### config.mk
export PLATFORM = sky130hd
export DESIGN_NAME = complex_to_pixel
export DESIGN_NICKNAME = d
export VERILOG_FILES = /design/src/rtl/complex_to_pixel.sv
export SDC_FILE = /design/constraint.sdc
export NUM_CORES = 1
export LEC_CHECK = 0
export ABC_AREA = 1
export BUFFER_PORTS_ARGS = -buffer_cell sky130_fd_sc_hd__buf_2
export CORE_MARGIN = 5
export CORE_UTILIZATION = 57
export CTS_CLUSTER_SIZE = 20
export DETAILED_ROUTE_END_ITERATION = 6
export PLACE_DENSITY = 0.79
export SLEW_MARGIN = 25
export SYNTH_ARGS = -nofsm -noshare
export SYNTH_HDL_FRONTEND = slang
export SYNTH_SLANG_ARGS = --single-unit
### constraint.sdc
create_clock -name clk -period 7.7 [get_ports clk]
set_input_delay 1.54 -clock clk [delete_from_list [all_inputs] [get_ports clk]]
set_output_delay 1.54 -clock clk [all_outputs]
set_load 0.01 [all_outputs]
### src/rtl/complex_to_pixel.sv
// Maps a Q4.20 complex point plus pan offsets to saturated screen pixel coordinates and an in-view flag.
// Two register stages (offset/bias subtract, then scale/saturate); stalls propagate back through in_ready.
module complex_to_pixel #(
   parameter int PIXEL_DATA_WIDTH   = 10,
   parameter int ENGINE_DATA_WIDTH  = 25,
   parameter int ENGINE_FRACT_WIDTH = 20,
   parameter int H_RES              = 640,
   parameter int V_RES              = 480,
   parameter int TAG_WIDTH          = 8
) (
   input  logic                                clk,
   input  logic                                reset,
   input  logic                                in_valid,
   output logic                                in_ready,
   input  logic signed [ENGINE_DATA_WIDTH-1:0] real_x,
   input  logic signed [ENGINE_DATA_WIDTH-1:0] imag_y,
   input  logic signed [ENGINE_DATA_WIDTH-1:0] x_offset,
   input  logic signed [ENGINE_DATA_WIDTH-1:0] y_offset,
   input  logic [TAG_WIDTH-1:0]                tag_in,
   output logic                                out_valid,
   input  logic                                out_ready,
   output logic [PIXEL_DATA_WIDTH-1:0]         pixel_x_out,
   output logic [PIXEL_DATA_WIDTH-1:0]         pixel_y_out,
   output logic                                in_view,
   output logic [TAG_WIDTH-1:0]                tag_out
);

   localparam int DW = ENGINE_DATA_WIDTH + 2;
   localparam int PW = DW + 8;
   localparam int QW = PW - ENGINE_FRACT_WIDTH;
   localparam logic signed [DW-1:0] X_BIAS = DW'(2 << ENGINE_FRACT_WIDTH);
   localparam logic signed [DW-1:0] Y_BIAS = DW'(3 << (ENGINE_FRACT_WIDTH - 1));

   // Multiply by 160 (= 128 + 32) and floor back to integer pixels.
   function automatic logic signed [QW-1:0] scale(input logic signed [DW-1:0] d);
      logic signed [PW-1:0] e;
      logic signed [PW-1:0] p;
      e = PW'(d);
      p = (e <<< 7) + (e <<< 5);
      return signed'(p[PW-1:ENGINE_FRACT_WIDTH]);
   endfunction

   function automatic logic on_axis(input logic signed [QW-1:0] v, input int lim);
      return !v[QW-1] && (v < QW'(lim));
   endfunction

   function automatic logic [PIXEL_DATA_WIDTH-1:0] clamp(input logic signed [QW-1:0] v, input int lim);
      if (v[QW-1]) return '0;
      if (v >= QW'(lim)) return PIXEL_DATA_WIDTH'(lim - 1);
      return v[PIXEL_DATA_WIDTH-1:0];
   endfunction

   logic                        s1_valid_q, s1_valid_d;
   logic signed [DW-1:0]        dx_q, dx_d;
   logic signed [DW-1:0]        dy_q, dy_d;
   logic [TAG_WIDTH-1:0]        s1_tag_q, s1_tag_d;
   logic                        s2_valid_q, s2_valid_d;
   logic [PIXEL_DATA_WIDTH-1:0] px_q, px_d;
   logic [PIXEL_DATA_WIDTH-1:0] py_q, py_d;
   logic                        view_q, view_d;
   logic [TAG_WIDTH-1:0]        s2_tag_q, s2_tag_d;
   logic                        s1_advance;
   logic                        accept;
   logic signed [QW-1:0]        px;
   logic signed [QW-1:0]        py;

   always_comb begin
      s1_advance = !s2_valid_q || out_ready;
      in_ready   = !s1_valid_q || s1_advance;
      accept     = in_valid && in_ready;

      s1_valid_d = in_ready ? in_valid : s1_valid_q;
      dx_d       = dx_q;
      dy_d       = dy_q;
      s1_tag_d   = s1_tag_q;
      // Offsets are folded in here so later pan changes cannot touch this item.
      if (accept) begin
         dx_d     = DW'(real_x) - DW'(x_offset) + X_BIAS;
         dy_d     = DW'(imag_y) - DW'(y_offset) + Y_BIAS;
         s1_tag_d = tag_in;
      end

      px         = scale(dx_q);
      py         = scale(dy_q);
      s2_valid_d = s1_advance ? s1_valid_q : s2_valid_q;
      px_d       = px_q;
      py_d       = py_q;
      view_d     = view_q;
      s2_tag_d   = s2_tag_q;
      if (s1_advance && s1_valid_q) begin
         px_d     = clamp(px, H_RES);
         py_d     = clamp(py, V_RES);
         view_d   = on_axis(px, H_RES) && on_axis(py, V_RES);
         s2_tag_d = s1_tag_q;
      end
   end

   always_ff @(posedge clk or posedge reset) begin
      if (reset) begin
         s1_valid_q <= 1'b0;
         dx_q       <= '0;
         dy_q       <= '0;
         s1_tag_q   <= '0;
         s2_valid_q <= 1'b0;
         px_q       <= '0;
         py_q       <= '0;
         view_q     <= 1'b0;
         s2_tag_q   <= '0;
      end else begin
         s1_valid_q <= s1_valid_d;
         dx_q       <= dx_d;
         dy_q       <= dy_d;
         s1_tag_q   <= s1_tag_d;
         s2_valid_q <= s2_valid_d;
         px_q       <= px_d;
         py_q       <= py_d;
         view_q     <= view_d;
         s2_tag_q   <= s2_tag_d;
      end
   end

   assign out_valid   = s2_valid_q;
   assign pixel_x_out = px_q;
   assign pixel_y_out = py_q;
   assign in_view     = view_q;
   assign tag_out     = s2_tag_q;

endmodule

==> impl_metrics.toml <==
[outcome]
outcome = "finished, final reports clean"

[die]
die-area_um2 = 22000
initial_core_util_pct = 58.1
core-area_um2 = 18800
die_y_um = 148
io_pins = 143
rows = 50
die_w_um = 148

[place]
dpl_cell_area_um2 = 11900
portBuffers = 142
dp_hpwl_um = 23000
dp.cells = 2142
gp_congestion = 0.928
place_ws_ns = 3.77

[worst_setup_path]
slowest_stage = "fa_1"
reg2reg_to = "pixel_x_out[6]"
arrival_ns = 3.83
crit_buf_inv = 3
critPathMaxFanout = 4
path_cells = "buf_2 > ha_1 > ha_1 > fa_1 > nand2_1 > o21ai_0 > a21oi_1 > inv_1 > a21oi_1 > inv_1 > nand4_1 > nand2_1 > nand2_1 > a31oi_1"
crit_required_ns = 7.91
crit_family = "adder cells"
crit_path_frequent_cell = "nand2_1"
criticalPathCategory = "primary input to flop"
crit_path_end_kind = "flop"
critPathMaxStageDelay_ns = 0.47
rrSetupSlack_ns = 4.80
r2r_cells = 17
cp-start-kind = "primary input"
worstReg2RegStart = "dx_q[23]"

[clock_tree]
numCtsBuffers = 9
h-tree-depth = 3
hold_buffers = 0
ctsRootBufferMaster = "clkbuf_16"
tritoncts = "yes"
clk_pin_slew_ns = 0.07
clock_latency_ns = 0.34
cts_setup_buffers = 0
cts_buffer_depth = 2
cts-resized-gates = 0
cts_sinks = 93

[hold_path]
hp-class = "flop to flop"
hold_start = "pixel_y_out[3]"
hold_depth = 2
min_to = "pixel_y_out[3]"

[timing]
fin_ws_ns = 4.08
layout_min_cycle_time_ns = 3.62
skew_ns = 0.00895
fin_crit_sh_pct = 47.0
setup_viol = 0
setup_tns_ns = 0
slew-limit-headroom_pct = 55.9
rsz0062_at_grt = "false"
fmax_mhz = 276
tightest_slew_ns = 0.662
final-hold-violation-count = 0
drv_slew = 0

[synth]
ys_seq_area_share_pct = 21.3
ys_seq_elements = 93
synth_area_leaders = "dfrtp_1 (21%), nand2_1 (21%), ha_1 (17%)"
syn_inst = 1778
synth.distinct_cells = 41
synth_top_cell_by_area = "dfrtp_1"
yosysWarnings = 0
syn_avg_cell_area_um2 = 6.13
synthesis.area_um2 = 10900
yosysTopAreaCellShare_pct = 21.3
syn_nets = 2044

[detailed_routing]
first_pass_iters = 5
via_per_inst = 5.12
wire_per_inst_um = 12.6
via_count = 11100
routed_wl_um = 27300
ant_nets = 0
drc = 0
first_iter_violations = 665

[cells_and_area]
stdcell_count = 2158
area_growth_pct = 11.9
n_fill_cell = 1818
fin_util_pct = 65.0
design_area_um2 = 12200
diodes = 0
nets = 2185
layout-drive-gt1-share_pct = 11.5
layout_common_cells = "nand2_1 (616), inv_1 (321), ha_1 (152)"
final_common_cell = "nand2_1"

[global_routing]
grt_pass1_wl_um = 45800
grt_remaining_overflow = 0
grt_max_degree = 64
grt_pass1_vias = 9976
track_usage_pct = 24.6
antenna_found_initial = 0

[run]
max-cap-violations = 0

[power_and_ir_drop]
powerDensity_nw_per_um2 = 268
ir_drop_mv = 0.106
p_leak_nw = 7.24
## power breakdown
| part | switching [mW] | internal [mW] |
|---|---|---|
| logic | 1.34 | 0.738 |
| clock network | 0.184 | 0.261 |
| registers | 0.114 | 0.632 |
| total | 1.64 | 1.63 |
## synth_stat cells
cell type and number:
nor4_1 3, nor3_1 8, nor2_2 16, nand2_1 616
a21o_1 7, o31ai_1 1, nand4_1 26, nand2_2 9
a21oi_1 83, mux2_2 1, and2_0 1, buf_1 1
inv_1 323, xor2_1 7, a221oi_1 1, o21bai_1 5
nor2_1 138, o21ai_0 71, a31o_2 1, xnor2_1 6
o21ai_1 2, clkbuf_1 16, nand3b_1 9, o211ai_1 5
o311ai_0 1, nand3_2 2, dfrtp_1 93, ha_1 152
a31oi_1 30, nor3_2 2, and2_1 2, fa_1 2
clkinv_1 3, nand3_4 2, a22oi_1 1, nor2_4 3
inv_2 1, nand3_1 102, or2_2 21, a211o_1 1
a21boi_0 4
## how the worst max path moves through the flow
| stage | startpoint | to | slack (ns) | cells past startpoint |
|---|---|---|---|---|
| CTS | out_ready | in_ready | 4.12 | 4 |
| detailed placement | real_x[1] | dx_q[15] | 3.77 | 14 |
| global placement | imag_y[17] | dy_q[26] | 3.80 | 10 |
| floorplan | reset | dx_q[0] | 3.74 | 1 |
| finish | real_x[1] | dx_q[15] | 4.08 | 14 |
| global route | x_offset[3] | dx_q[26] | 3.78 | 14 |
## tightest hold or removal path, stage by stage, from the launching register on
cell     delay, ns
dfrtp_1       0.34
nand2_1       0.05
nand2_1       0.05
## layer usage
metal	vias up	routed length, um	global-route usage [%]
li1	5917	-	-
met1	4787	14500	37.9
met2	320	10900	37.0
met3	27	1480	2.59
met4	0	379	5.91
met5	-	0	0
## per-stage QoR
stage / hold WS [ns] / total power, mW
after global placement: 0.456 / 2.77
after floorplan: 0.445 / 2.28
final: 0.471 / 3.27
after CTS: 0.477 / 3.27
after global routing: 0.491 / 3.61
after detailed placement: 0.459 / 2.80
## final cells by class
type	instances	area (um^2)	share of cell area, %
multi-input combinational	1341	7290	59.7
sequential	93	2330	19.1
inverter	327	1230	10.1
timing repair buffer	147	768	6.29
tap	234	293	2.40
clock buffer	11	243	1.99
clock inverter	5	58.8	0.482
## sequential cells by signal, summed over array words and instances (netlist names)
signal and cells:
in_view 1, s1_tag_q 8, dx_q 27, pixel_x_out 10, out_valid 1, dy_q 27
pixel_y_out 10, tag_out 8, s1_valid_q 1
## cells by family after synthesis
group	Yosys count	share of synthesized area [%]
mux	1	0.103
xor+xnor	13	1.04
simple gates	960	37.1
fa+ha+maj	154	17.8
compound gates	213	10.8
buf+inv	344	11.8
flops	93	21.3
Power figures use the tool's default switching activity.
